### src/rtl/ifu_fetch.sv
// ifu_fetch: instruction-fetch stage feeding decode and the next-PC stage.
// Issues word fetches over a req/gnt/rvalid interface, queues returned words
// with their PCs in an in-order FIFO, and flushes on redirect from next-PC.
// Optional build macro: FETCH_ALIGN_CHECK_EN adds the sticky addr_err output
// flagging redirects to non-word-aligned targets.
module ifu_fetch #(
  parameter logic [31:0] RESET_PC = 32'h0000_3000,
  parameter int          QDEPTH   = 2
) (
  input  logic        clk,
  input  logic        rst_n,
  input  logic [31:0] npc,
  input  logic        redirect,
  output logic        imem_req,
  output logic [31:0] imem_addr,
  input  logic        imem_gnt,
  input  logic        imem_rvalid,
  input  logic [31:0] imem_rdata,
  output logic        inst_valid,
  input  logic        inst_ready,
  output logic [31:0] inst,
  output logic [31:0] inst_pc
`ifdef FETCH_ALIGN_CHECK_EN
  ,
  output logic        addr_err
`endif
);

  localparam logic [3:0] QD   = 4'(QDEPTH);
  localparam logic [1:0] LAST = 2'(QDEPTH - 1);

  logic [31:0] fetch_pc;
  logic [31:0] resp_pc;
  logic [31:0] npc_al;
  logic [2:0]  inflight;
  logic [2:0]  inflight_nxt;
  logic [2:0]  drop;
  logic [2:0]  count;
  logic [3:0]  used;
  logic [1:0]  rd_ptr;
  logic [1:0]  wr_ptr;
  logic        fire;
  logic        rv_ok;
  logic        push;
  logic        pop;
  logic [31:0] q_inst [4];
  logic [31:0] q_pc   [4];

  // Circular pointer advance for a queue of QDEPTH entries (not a power of two in general).
  function automatic logic [1:0] ptr_inc(input logic [1:0] p);
    return (p == LAST) ? 2'd0 : p + 2'd1;
  endfunction

  // Handshake decode, issue credit and next-state helpers.
  // A pop this cycle frees its slot immediately, so a streaming queue with
  // QDEPTH=2 sustains one instruction per cycle without overflowing.
  always_comb begin
    npc_al       = npc & 32'hFFFF_FFFC;
    imem_addr    = fetch_pc;
    inst_valid   = (count != 3'd0);
    pop          = inst_valid && inst_ready;
    used         = {1'b0, inflight} + {1'b0, count} - {3'b000, pop};
    imem_req     = rst_n && !redirect && (used < QD);
    fire         = imem_req && imem_gnt;
    rv_ok        = imem_rvalid && (inflight != 3'd0);
    push         = rv_ok && (drop == 3'd0) && !redirect;
    inflight_nxt = inflight + {2'b00, fire} - {2'b00, rv_ok};
    inst         = inst_valid ? q_inst[rd_ptr] : 32'h0;
    inst_pc      = inst_valid ? q_pc[rd_ptr]   : 32'h0;
  end

  // Control state: PCs, outstanding/drop counters, queue pointers; redirect flushes.
  always_ff @(posedge clk or negedge rst_n) begin
    if (!rst_n) begin
      fetch_pc <= RESET_PC;
      resp_pc  <= RESET_PC;
      inflight <= 3'd0;
      drop     <= 3'd0;
      count    <= 3'd0;
      rd_ptr   <= 2'd0;
      wr_ptr   <= 2'd0;
    end else begin
      inflight <= inflight_nxt;
      if (redirect) begin
        fetch_pc <= npc_al;
        resp_pc  <= npc_al;
        drop     <= inflight_nxt;
        count    <= 3'd0;
        rd_ptr   <= 2'd0;
        wr_ptr   <= 2'd0;
      end else begin
        if (fire) fetch_pc <= fetch_pc + 32'd4;
        if (rv_ok && (drop != 3'd0)) drop <= drop - 3'd1;
        if (push) begin
          resp_pc <= resp_pc + 32'd4;
          wr_ptr  <= ptr_inc(wr_ptr);
        end
        if (pop) rd_ptr <= ptr_inc(rd_ptr);
        count <= count + {2'b00, push} - {2'b00, pop};
      end
    end
  end

  // Queue storage; contents are only visible through the valid-masked head.
  always_ff @(posedge clk) begin
    if (push) begin
      q_inst[wr_ptr] <= imem_rdata;
      q_pc[wr_ptr]   <= resp_pc;
    end
  end

`ifdef FETCH_ALIGN_CHECK_EN
  // Sticky flag for redirects whose target is not word aligned.
  always_ff @(posedge clk or negedge rst_n) begin
    if (!rst_n) begin
      addr_err <= 1'b0;
    end else if (redirect && (npc[1:0] != 2'b00)) begin
      addr_err <= 1'b1;
    end
  end
`endif

endmodule
### config.mk
export PLATFORM = sky130hd
export DESIGN_NAME = ifu_fetch
export DESIGN_NICKNAME = d
export VERILOG_FILES = /design/src/rtl/ifu_fetch.sv
export SDC_FILE = /design/constraint.sdc
export NUM_CORES = 1
export LEC_CHECK = 0
export BUFFER_PORTS_ARGS = -buffer_cell sky130_fd_sc_hd__buf_4
export CAP_MARGIN = 10
export CORE_MARGIN = 4
export CORE_UTILIZATION = 45
export DETAILED_ROUTE_END_ITERATION = 10
export PLACE_DENSITY = 0.68
export SKIP_CTS_REPAIR_TIMING = 1
export SYNTH_ARGS = -nofsm -noshare
export SYNTH_HDL_FRONTEND = slang
export SYNTH_SLANG_ARGS = --single-unit
### constraint.sdc
create_clock -name clk -period 8.6 [get_ports clk]
set_input_delay 0 -clock clk [delete_from_list [all_inputs] [get_ports clk]]
set_output_delay 0 -clock clk [all_outputs]
set_load 0.005 [all_outputs]
Word-level counts from Yosys, hierarchy flattened

Memory sizes are Yosys's and may differ from the RTL's.
Cells that the tools add are included.

Bits in registers: 77
Bits in writable memories: 256
Input bits: 70
Output and inout bits: 98
Logic and storage cells: 57
Memories kept: 2

$add $sub $neg: 11
Magnitude comparators: 1
Equal/unequal tests: 2
Mux-type cells: 17
Reductions and logical operators: 17

Memories:

| name   | depth | width | read ports | clocked after Yosys merged registers in | wr ports | line | source |
|---|---|---|---|---|---|---|---|
| q_inst | 4     | 32    | 1          | 0                                       | 1        | 46   | `logic [31:0] q_inst [4];` |
| q_pc   | 4     | 32    | 1          | 0                                       | 1        | 47   | `logic [31:0] q_pc [4];` |

Operators with widths:

| operator                | number |
|---|---|
| $mux W32                | 6 |
| $add A32 B3 Y32 const B | 2 |
| $mux W2                 | 6 |
| $mux W3                 | 3 |
| $reduce_bool A3 Y1      | 3 |
| $logic_and A1 B1 Y1     | 8 |
| $reduce_bool A2 Y1      | 4 |
| $add A3 B1 Y3           | 2 |
| $sub A3 B1 Y3           | 2 |
| $add A2 B1 Y2 const B   | 2 |
| $add A3 B3 Y4           | 1 |
| $eq A2 B1 Y1 const B    | 2 |
| $lt A4 B2 Y1 const B    | 1 |
| $sub A4 B1 Y4           | 1 |
| $logic_not A3 Y1        | 1 |
| $sub A3 B1 Y3 const B   | 1 |
| $mux W1                 | 2 |
| $logic_not A1 Y1        | 1 |

Depth between registers and ports, before layout

Gate-level depths: netlist (run 1).

Depth after elaboration: 9
Mapped depth: 19
Mapped depth without buffers: 18

Least setup slack after synthesis (run 1)

No wires, ideal clock.

Path kind: reg-to-reg
From: register drop[0]
To: memory q_inst[2][0] (enable)
Setup time: 0.571 ns
Data arrival time: 5.809 ns
Data required time: 8.029 ns
Path slack: 2.219 ns
Stages on the path, launching flop included: 8
Path buffers: 0
Clock period less this slack: 6.381 ns
Path through: dfrtp_1 -> inv_1 -> ha_1 -> nand2b_1 -> or2_2 -> nor2_1 -> inv_1 -> nor3b_1

Cells in the longest elaborated chain, start to end: 5

Ends and longest elaborated chain:

| what                             | line | source |
|---|---|---|
| from (decl)                      | 37   | `logic [2:0] drop;` |
| from (signal assigned)           | 87   | `drop <= inflight_nxt;` |
| from (signal assigned)           | 93   | `if (rv_ok && (drop != 3'd0)) drop <= drop - 3'd1;` |
| $logic_not A3 Y1                 | 66   | `push = rv_ok && (drop == 3'd0) && !redirect;` |
| $logic_and A1 B1 Y1 (2 in a row) | 66   |  |
| $mux W1                          | 106  | `if (push) begin` |
| $mux W1 (implied by the code)    | 107  | `q_inst[wr_ptr] <= imem_rdata;` |
| to (decl)                        | 46   |  |

Every way passes these cells.

Worst setup path after layout (run 1)

From: register count[1]
To: register drop[2]

Cells in the longest elaborated chain, start to end: 9
Elaborated cells on any way between the ends: 10
Classes of those cells: add/sub (4); order compare (1); mux (1); reduce/logical (4)

Ends and longest elaborated chain:

| what                                                                  | line | source |
|---|---|---|
| from (decl)                                                           | 38   | `logic [2:0] count;` |
| from (signal assigned)                                                | 99   | `count <= count + {2'b00, push} - {2'b00, pop};` |
| parallel branches: the longest is 2 deep, another holds $add A3 B3 Y4 | n/a  |  |
| $sub A4 B1 Y4 *                                                       | 62   | `used = {1'b0, inflight} + {1'b0, count} - {3'b000, pop};` |
| $lt A4 B2 Y1 *                                                        | 63   | `imem_req = rst_n && !redirect && (used < QD);` |
| $logic_and A1 B1 Y1 *                                                 | 63   |  |
| $logic_and A1 B1 Y1 *                                                 | 64   | `fire = imem_req && imem_gnt;` |
| $add A3 B1 Y3 *                                                       | 67   | `inflight_nxt = inflight + {2'b00, fire} - {2'b00, rv_ok};` |
| $sub A3 B1 Y3 *                                                       | 67   |  |
| via inflight_nxt[2]                                                   | 36   | `logic [2:0] inflight_nxt;` |
| $mux W3 *                                                             | 84   | `if (redirect) begin` |

Mark *: on every way through the listed nets, which the timed path passes.
A chain may end at the register's enable or synchronous reset.

==> results of run 1 <==
## metal layers
metal / wire [µm] / vias to the layer above
met2: 13400 / 232
met4: 388 / 0
met1: 12700 / 4117
met5: 0 / -
met3: 1680 / 33
li1: - / 3725
## cells in the final DEF (no fill, tap or decap), types with 5 or more instances in the layout
cell type,Yosys,routed
nor2_1,25,24
a21oi_1,23,23
and2_1,67,67
nand2_1,26,26
mux4_2,62,62
dlygate4sd3_1,0,66
edfxtp_1,248,248
a31oi_1,14,14
clkinv_2,0,7
a21boi_0,8,8
nor2b_1,5,5
inv_1,26,26
nand4_1,19,19
nor3_1,11,10
o31a_1,11,11
nor4_1,7,6
nand2b_1,9,9
clkbuf_16,0,37
a211oi_1,7,7
or3_1,9,9
and4_1,7,7
o21ai_0,8,8
xor2_1,28,28
nand3_1,23,22
buf_4,4,172
or4_1,5,5
clkinv_1,0,6
mux2_2,10,10
ha_1,13,13
and3_1,9,8
dfrtp_1,69,67
xnor2_1,16,16
## area by class of cell
| class | instances | area (µm²) |
|---|---|---|
| Sequential cell | 321 | 9280 |
| Clock buffer | 43 | 978 |
| Tap cell | 390 | 488 |
| Clock inverter | 16 | 126 |
| Multi-Input combinational cell | 457 | 4100 |
| Fill cell | 2326 | 12700 |
| Inverter | 27 | 101 |
| Timing Repair Buffer | 238 | 1950 |
## power by group through the flow
stage / Combinational (µW) / Clock, µW / Sequential (µW)
after floorplan: 728 / 0 / 1870
after global placement: 1170 / 0 / 1900
after detailed placement: 1190 / 0 / 1910
after CTS: 1190 / 1460 / 1880
after global routing: 1330 / 1530 / 1890
final: 1190 / 1430 / 1870
## worst min-delay path: cells and delay by family
kind / cells / cell delay [ps]
AND/OR/NAND/NOR: 1 / 140
buffers and inverters: 1 / 120
AO/OA/AOI/OAI: 2 / 250
## metrics by stage
step / instances / utilization (%)
2_1_floorplan: 846 / -
3_3_place_gp: 1367 / 51.4
3_5_place_dp: 1367 / 51.4
4_1_cts: 1426 / 55.1
5_1_grt: 1492 / 57.3
6_report: 1492 / 57.3
## flip-flops by register name, indices dropped and copies added, names as in the netlist
signal / count
count: 3
drop: 3
imem_addr: 30
inflight: 3
q_inst: 128
q_pc: 120
rd_ptr: 2
resp_pc: 30
wr_ptr: 2
## cells by family (layout without fill, tap and decap cells)
family / count (synthesis) / after routing / synth area share (%)
and+or+nand+nor: 227 / 227 / 9.47
DFF: 321 / 321 / 68.1
xor gates and xnor gates: 44 / 44 / 2.83
AOI/OAI and AO/OA: 91 / 91 / 4.55
buffers and inverters: 68 / 324 / 2.09
muxes: 75 / 75 / 11.3
other: 1 / 4 / 0.0275
adders and majority gates: 16 / 16 / 1.63
## path summary, 6_finish.rpt
kind | startpoint | to | slack (ps)
worst max register to register | count[1] | drop[2] | 3760
worst min register to register | count[2] | count[2] | 550
worst max-delay path | count[1] | drop[2] | 3760
max in group asynchronous | rst_n | rd_ptr[0] | 7600
min in group asynchronous | rst_n | imem_addr[2] | 310
worst min-delay path | imem_rvalid | resp_pc[4] | 70
==> results.md, run 1 <==
* Status: completed
* Slowest CP cell: a21oi_1
* HP Class: primary input to flip-flop
* CP delay by family, top: adder cells
* Internal Pwr Total at 3260 µW
* Top cells by count, synth: edfxtp_1 (248), dfrtp_1 (69), and2_1 (67)
* Share of cells above drive strength 1 at between 20% and 30%
* Total GRT Usage at 16.8%
* Number of max-cap violations at 0
* Worst slew pin tran at 1200 ps
* Number of slew-limit violations in the final report at 0
* Wirelength per Cell at about 19 µm
* Synthesized area per cell at 16.2 µm²
* H-tree Lvls at 2
* TritonCTS clock tree: built
* Syn Inst Count at 843
* Yosys top cell area share at 54.7%
* Setup ws final at 3760 ps
* Die Footprint at 33100 µm²
* Sink Count at roughly 320
* Logic pwr share at 26.4%
* Crit path largest cell delay at just over 600 ps
* Slew HR at 19.6%
* Clock root buffer: clkbuf_16
* Crit path DAT at 5260 ps
* Clock buffer depth at 3
* Detailed Route WL at 28.2 mm
* Vias in the first global route at just over 8000
* Core Rows at 63
* Clk_skew at around 11 ps
* Crit-path max FO at 64
* Buf/Inv on CP at 3
* Clock transition at the registers of the reported paths at 60 ps
* Core box area at 29700 µm²
* Chip height at 182 µm
* Vias at 8107
* # setup viols final at 0
* Initial Util at a little under half
* Vias per inst at 5.43
* #FFs+latches synth at 321
* Final hold violations at 0
* Die width at 182 µm
* CP Cell Sequence: inv_1, nand3_2, buf_4, and2_1, ha_1, nand2b_1, fa_1, and3_1, nand2_1, a21oi_1, nand2_1, ha_1, inv_1, ha_1, fa_1, xnor2_1, xnor2_1, nand2_1, o21ai_0
* Min Tclk post-route at 4840 ps
* # nets final at 1165
* TNS Setup at 0 ps
* DRC violations left at 0
* Routability cong. at 0.826
* Synth warn at 0
* Pre-CTS worst setup slack at around 3700 ps
* Req. time, crit path at between 9000 and 10000 ps
* Post-DP HPWL at approximately 18 mm
* WS Path Type: flip-flop to flip-flop
* Distinct cell type count after synthesis at between 50 and 60
* Instance count on the critical path at 19
* Number of CTS-inserted buffers at 34
* Clock share of power at 31.8%
* Cell taking the most area after synthesis: edfxtp_1
* Post-synthesis sequential area ratio at approximately 68%
* Worst IR Drop VDD at 163 µV
* Fin area at ~17000 µm²
* Area delta synth->final at 25.0%
* CP Launch Type: flip-flop
* Post-synth EDFFs at 248
* Pwr Density at roughly 260 nW/µm²
* Final ANT Viol Nets at 0
* GRT busiest layer: met2
* Io pins at 168
* Post-synth ARST share at between 20% and 30%
* Total Power at 4490 µW
* Crit share post-route at 56.3%
* Largest cells by area after synthesis: edfxtp_1 (55%), dfrtp_1 (13%), mux4_2 (10%)
* Post-DP Area at 15300 µm²
* IO Port Bufs at 161
* First-pass GRT wire length at 44.3 mm
* P_sw at 1220 µW
* Reg2Reg Depth at 19
* CP endpoint kind: flip-flop
* Met3 Usage GRT at 3.61%
* Fmax achieved at 206 MHz
* Clk Latency, worst-skew pair at 510 ps
* Initial antenna violation count at 0
* Net Sw Frac at a little over a quarter
* Pre-antenna DRT Iters at 5
* Met1 GRT Util at 23.8%
* Hold depth at 4
* Most numerous cell in the Yosys netlist: edfxtp_1
* Met2 GRT Util at 26.9%
* Leak at roughly 0.0061 µW
* Largest net degree at the start of global routing at between 70 and 80
* Final hold slack at between 60 and 70 ps
* RSZ-0062 raised after global routing: false
* Antenna diodes at 0
* Sequential power share at 41.8%
* Top_reg_cell synth: edfxtp_1
* Total gr overflow at 0
* Synth Cell Area at 13600 µm²
* Starting DRT DRC Count at 408
No activity file was read; power rests on OpenSTA's default activity.
==> inputs of run 2 (changes only) <==
--- a/config.mk
+++ b/config.mk
@@ -10,7 +10,7 @@
 export CORE_MARGIN = 4
 export CORE_UTILIZATION = 45
 export DETAILED_ROUTE_END_ITERATION = 10
-export PLACE_DENSITY = 0.68
+export PLACE_DENSITY = 0.71
 export SKIP_CTS_REPAIR_TIMING = 1
 export SYNTH_ARGS = -nofsm -noshare
 export SYNTH_HDL_FRONTEND = slang
==> constraint.sdc (replaced) <==
create_clock -name clk -period 3.9 [get_ports clk]
set_input_delay 0 -clock clk [delete_from_list [all_inputs] [get_ports clk]]
set_output_delay 0 -clock clk [all_outputs]
set_load 0.005 [all_outputs]
==> results.md, run 2 (synthesized netlist as in run 1, its figures left out) <==
* Antenna diodes at 0 (unchanged)
* Core box area at 29700 µm² (unchanged)
* CP Cell Sequence: inv_2, nand3_2, and2_4, ha_1, nand2b_1, fa_1, and3_4, nand2_1, a21oi_2, nand2_1, ha_1, inv_1, ha_1, fa_1, xnor2_1, xnor2_1, nand2_1, o21ai_0
* Number of max-cap violations at 0 (unchanged)
* Total gr overflow at 0 (unchanged)
* Reg2Reg Depth at 18 (-1)
* Number of slew-limit violations in the final report at 0 (unchanged)
* Pwr Density at 598 nW/µm² (+130%)
* Pre-antenna DRT Iters at 7 (+2)
* TNS Setup at 0 ps (unchanged)
* Worst slew pin tran at 1050 ps (-144 ps)
* Initial Util at 45.8% (unchanged)
* Vias in the first global route at 8152 (+1.1%)
* Die Footprint at 33100 µm² (unchanged)
* DRC violations left at 0 (unchanged)
* Share of cells above drive strength 1 at 30.0% (+1.5 points)
* Starting DRT DRC Count at 494 (+21%)
* Pre-CTS worst setup slack at 166 ps (-3500 ps)
* Critical path origin: count[1]
* Crit path largest cell delay at 570 ps (-40 ps)
* Post-DP HPWL at 17.7 mm (+0.70%)
* H-tree Lvls at 2 (unchanged)
* Vias at 8046 (-0.75%)
* CP endpoint kind: flip-flop
* Largest net degree at the start of global routing at 75 (+2.7%)
* Detailed Route WL at 28.5 mm (+0.98%)
* Clk Latency, worst-skew pair at 500 ps (about the same)
* Io pins at 168 (unchanged)
* # setup viols final at 0 (unchanged)
* RSZ-0062 raised after global routing: false
* Slew HR at 29.2% (+9.7 points)
* WS Path Type: flip-flop to flip-flop
* Die width at 182 µm (unchanged)
* Final hold slack at 43.7 ps (-26.2 ps)
* Min Tclk post-route at 3690 ps (-1150 ps)
* R2R Setup Slk at 210 ps (-3550 ps)
* Chip height at 182 µm (unchanged)
* Final ANT Viol Nets at 0 (unchanged)
* # fillers at 2253 (-3.1%)
* TritonCTS clock tree: built
* Leak at 0.00616 µW (+1.4%)
* R2r startpoint: count[1]
* Crit-path max FO at 4 (-94%)
* Wirelength per Cell at 18.9 µm (+0.24%)
* Fin area at 17300 µm² (+1.5%)
* Commonest non-fill, non-tap cells in the layout: edfxtp_1 (248), buf_4 (178), dfrtp_1 (67), and2_1 (66), dlygate4sd3_1 (65)
* Worst IR Drop VDD at 364 µV (+120%)
* Area delta synth->final at 26.9%
* Sink Count at 321 (unchanged)
* Vias per inst at 5.35 (-1.5%)
* Routability cong. at 0.804 (-2.6%)
* Most flop-heavy register: q_inst
* Crit path DAT at 4110 ps (-1150 ps)
* Util after Layout at 58.2% (+0.85 points)
* Final hold violations at 0 (unchanged)
* Clk_skew at 15.2 ps (+3.80 ps)
* CP Launch Type: flip-flop
* Total GRT Usage at 16.9% (+0.17 points)
* Slowest CP cell: fa_1
* Most common cell after layout, fill and taps aside: edfxtp_1
* Status: completed
* Setup ws final at 209 ps (-3550 ps)
* Clock buffer depth at 3 (unchanged)
* Largest registers: q_inst x128, q_pc x120
* Fmax achieved at 271 MHz (+31%)
* Clock transition at the registers of the reported paths at 60 ps (about the same)
* Max reg flops at 128 (unchanged)
* # nets final at 1173 (+0.69%)
* Crit share post-route at 94.6% (+38 points)
* Clock root buffer: clkbuf_16
* First-pass GRT wire length at 44.7 mm (+0.92%)
* HP Class: primary input to flip-flop
* CP endpoint: drop[2]
* Req. time, crit path at 4320 ps (-4700 ps)
* Post-DP Area at 15400 µm² (+0.70%)
* Number of CTS-inserted buffers at 34 (unchanged)
* Core Rows at 63 (unchanged)
* IO Port Bufs at 161 (unchanged)
* FF-to-FF End: drop[2]
* Initial antenna violation count at 0 (unchanged)
run 2: cell count changes in the layout (fill, tap and decap cells not counted), moves of 2 or more:
cell        change
clkinv_4        +2
buf_4           +6
clkinv_2        -4
inv_1           -2
clkinv_1        -3
bufinv_16       +4
buf_12          +3
inv_2           +2
clkinvlp_4      +4
run 2: cell type report:
| class | count | area [µm²] | share of cell area (%) |
|---|---|---|---|
| clock inverters | 19 | 263 | 1.52 |
| clock buffers | 43 | 968 | 5.60 |
| multi-input cells | 457 | 4130 | 23.9 |
| inverters | 27 | 101 | 0.586 |
| flip-flops and latches | 321 | 9280 | 53.7 |
| well taps | 390 | 488 | 2.82 |
| repair buffers | 246 | 2050 | 11.8 |
run 2: metal layers:
layer  share of wire [%]  vias to the layer above  GRT usage (%)
met5                   0                        -              0
met4                 1.7                        0           3.72
met3                 5.5                       43           3.37
met2                  49                      235           28.1
met1                  44                     4015           23.5
li1                    -                     3753              -
run 2: metrics by stage:
step | instances | power, µW
final | 1503 | 10300
after detailed placement | 1374 | 6880
after CTS | 1436 | 10400
after global placement | 1374 | 6830
after global routing | 1503 | 10900
after floorplan | 846 | 5740
run 2: critical path: cells and delay by family (launching register included):
kind | cells | cell delay (ps)
compound gates | 2 | 210
xor+xnor | 2 | 360
fa+ha+maj | 5 | 1660
buf+inv | 2 | 130
flops | 1 | 390
simple gates | 7 | 850
run 2: worst min-delay path by stage:
stage                        start       endpoint  depth (start not counted)
finish                 imem_rvalid     resp_pc[4]                          4
global route           imem_rvalid     resp_pc[4]                          4
CTS                 imem_rdata[13]  q_inst[3][13]                          1
detailed placement  imem_rdata[29]  q_inst[0][29]                          1
global placement    imem_rdata[25]  q_inst[2][25]                          1
floorplan                    rst_n       count[0]                          0
run 2: report_power, final:
part / leakage [µW] / switching (µW) / internal (µW)
Clock: 0.000589 / 1280 / 2170
Sequential: 0.00306 / 273 / 3920
Combinational: 0.00251 / 1220 / 1460
==> inputs of run 3 (changes only) <==
--- a/config.mk
+++ b/config.mk
@@ -6,11 +6,11 @@
 export NUM_CORES = 1
 export LEC_CHECK = 0
 export BUFFER_PORTS_ARGS = -buffer_cell sky130_fd_sc_hd__buf_4
-export CAP_MARGIN = 10
+export CAP_MARGIN = 5
 export CORE_MARGIN = 4
-export CORE_UTILIZATION = 45
+export CORE_UTILIZATION = 40
 export DETAILED_ROUTE_END_ITERATION = 10
-export PLACE_DENSITY = 0.71
+export PLACE_DENSITY = 0.65
 export SKIP_CTS_REPAIR_TIMING = 1
 export SYNTH_ARGS = -nofsm -noshare
 export SYNTH_HDL_FRONTEND = slang
==> results.md, run 3 (synthesized netlist as in run 1, its figures left out) <==
* Status: completed
* First-pass GRT wire length at 45.8 mm (+2.6%)
* # setup viols final at 0 (unchanged)
* Vias at 8108 (+0.77%)
* Largest registers: q_inst x128, q_pc x120
* Worst slew pin tran at 1070 ps (+20.8 ps)
* Vias per inst at 5.19 (-3.0%)
* Die Footprint at 37100 µm² (+12%)
* Crit share post-route at 92.6% (-2.0 points)
* CP endpoint: drop[2]
* Final Non-Filler Cells at 1562 (+3.9%)
* Routability cong. at 0.801 (-0.36%)
* Max reg flops at 128 (unchanged)
* FF/Latch Area at 9280 µm² (unchanged)
* Antenna diodes at 0 (unchanged)
* R2r startpoint: count[1]
* Clk Latency, worst-skew pair at 500 ps (about the same)
* Clock root buffer: clkbuf_16
* Number of CTS-inserted buffers at 34 (unchanged)
* Core Rows at 67 (+6.3%)
* Number of max-cap violations at 0 (unchanged)
* Pre-antenna DRT Iters at 5 (-2)
* # nets final at 1174 (+0.085%)
* Clk_skew at 15.6 ps (+0.398 ps)
* Initial Util at 40.6% (-5.2 points)
* Number of slew-limit violations in the final report at 0 (unchanged)
* Slew HR at 27.8% (-1.4 points)
* Dpl cells at 1433 (+4.3%)
* Io pins at 168 (unchanged)
* Crit-path max FO at 4 (unchanged)
* Clock buffer depth at 3 (unchanged)
* Chip height at 193 µm (+5.8%)
* H-tree Lvls at 2 (unchanged)
* R2R Setup Slk at 290 ps (+80 ps)
* Sink Count at 321 (unchanged)
* CP Launch Type: flip-flop
* Vias in the first global route at 8215 (+0.77%)
* Pwr Density at 580 nW/µm² (-3.0%)
* Share of cells above drive strength 1 at 29.7% (-0.30 points)
* Clock transition at the registers of the reported paths at 60 ps (about the same)
* # fillers at 2805 (+25%)
* WS Path Type: flip-flop to flip-flop
* Setup ws final at 287 ps (+77.4 ps)
* Reg2Reg Depth at 18 (unchanged)
* HP Class: primary input to flip-flop
* CP endpoint kind: flip-flop
* Die width at 193 µm (+5.8%)
* Most flop-heavy register: q_inst
* Largest net degree at the start of global routing at 75 (unchanged)
* Post-DP HPWL at 18.2 mm (+2.9%)
* Starting DRT DRC Count at 463 (-6.3%)
* FF-to-FF End: drop[2]
* Fmax achieved at 277 MHz (+2.1%)
* Total GRT Usage at 15.7% (-1.2 points)
* IO Port Bufs at 161 (unchanged)
* Final hold violations at 0 (unchanged)
* Initial antenna violation count at 0 (unchanged)
* Commonest non-fill, non-tap cells in the layout: edfxtp_1 (248), buf_4 (177), dfrtp_1 (67), and2_1 (66), dlygate4sd3_1 (65)
* Req. time, crit path at 4330 ps (about the same)
* Multi-input gate area at 4160 µm² (+0.73%)
* Critical path origin: count[1]
* Pre-CTS worst setup slack at 150 ps (-15.6 ps)
* Worst IR Drop VDD at 334 µV (-8.2%)
* Fin area at 17300 µm² (-0.15%)
* Crit path DAT at 4040 ps (-70 ps)
* Total gr overflow at 0 (unchanged)
* Core box area at 33500 µm² (+13%)
* Final ANT Viol Nets at 0 (unchanged)
* DRC violations left at 0 (unchanged)
* Area delta synth->final at 26.7%
* TritonCTS clock tree: built
* Most common cell after layout, fill and taps aside: edfxtp_1
* TNS Setup at 0 ps (unchanged)
* Min Tclk post-route at 3610 ps (-77.4 ps)
* RSZ-0062 raised after global routing: false
* Leak at 0.00611 µW (-0.82%)
* Detailed Route WL at 29.3 mm (+3.0%)
* Wirelength per Cell at 18.8 µm (-0.89%)
* Post-DP Area at 15500 µm² (+0.68%)
==> run 3: cell types whose count changed in the layout (fill, tap and decap cells not counted), sizes merged <==
cell	delta
clkbuf	+8
bufinv	-5
clkinvlp	-2
buf	+1
clkinv	-1
==> run 3: cell type report <==
class | instances | area share [%]
Clock inverter | 11 | 0.471
Clock buffer | 51 | 5.73
Inverter | 27 | 0.587
Sequential cell | 321 | 53.8
Multi-Input combinational cell | 457 | 24.1
Timing Repair Buffer | 247 | 12.0
Tap cell | 448 | 3.25
==> run 3: worst min path at each step <==
stage	start	to	slack [ps]	cells after the start
after global routing	imem_rvalid	resp_pc[4]	60	4
final	imem_rvalid	resp_pc[4]	40	4
after floorplan	rst_n	count[0]	-300	0
after CTS	imem_rdata[8]	q_inst[0][8]	-320	1
after detailed placement	imem_rdata[24]	q_inst[1][24]	200	1
after global placement	imem_rdata[24]	q_inst[2][24]	200	1
==> run 3: per-layer routing <==
metal  wire (µm)  GRT usage (%)
met1       13500           22.6
met2       13900           25.1
met3        1560           3.22
met4         364           3.10
met5           0              0
==> run 3: worst max-delay path, cell delays in order, from the launching register on <==
cell      delay [ps]
dfrtp_1          400
inv_2             90
nand3_2           90
and2_4           190
ha_4             210
nand2b_4         140
fa_1             580
and3_4           200
nand2_1           80
a21oi_2          130
nand2_1           70
ha_1             260
inv_1             40
ha_1             190
fa_2             380
xnor2_2          150
xnor2_1          180
nand2_1           80
o21ai_1           80
==> run 3: stage by stage <==
step                      power (µW)  hold slack, ps  utilization, %
final                          10000            39.2            51.5
after floorplan                 5740            -296               -
after global placement          6880             203            46.2
after detailed placement        6920             205            46.2
after CTS                      10000            -319            49.3
after global routing           10600            58.9            51.5
==> run 3: power breakdown <==
part / internal, µW / switching [µW]
combinational: 1490 / 1270
clock: 1820 / 1240
sequential: 3920 / 261
total: 7240 / 2780
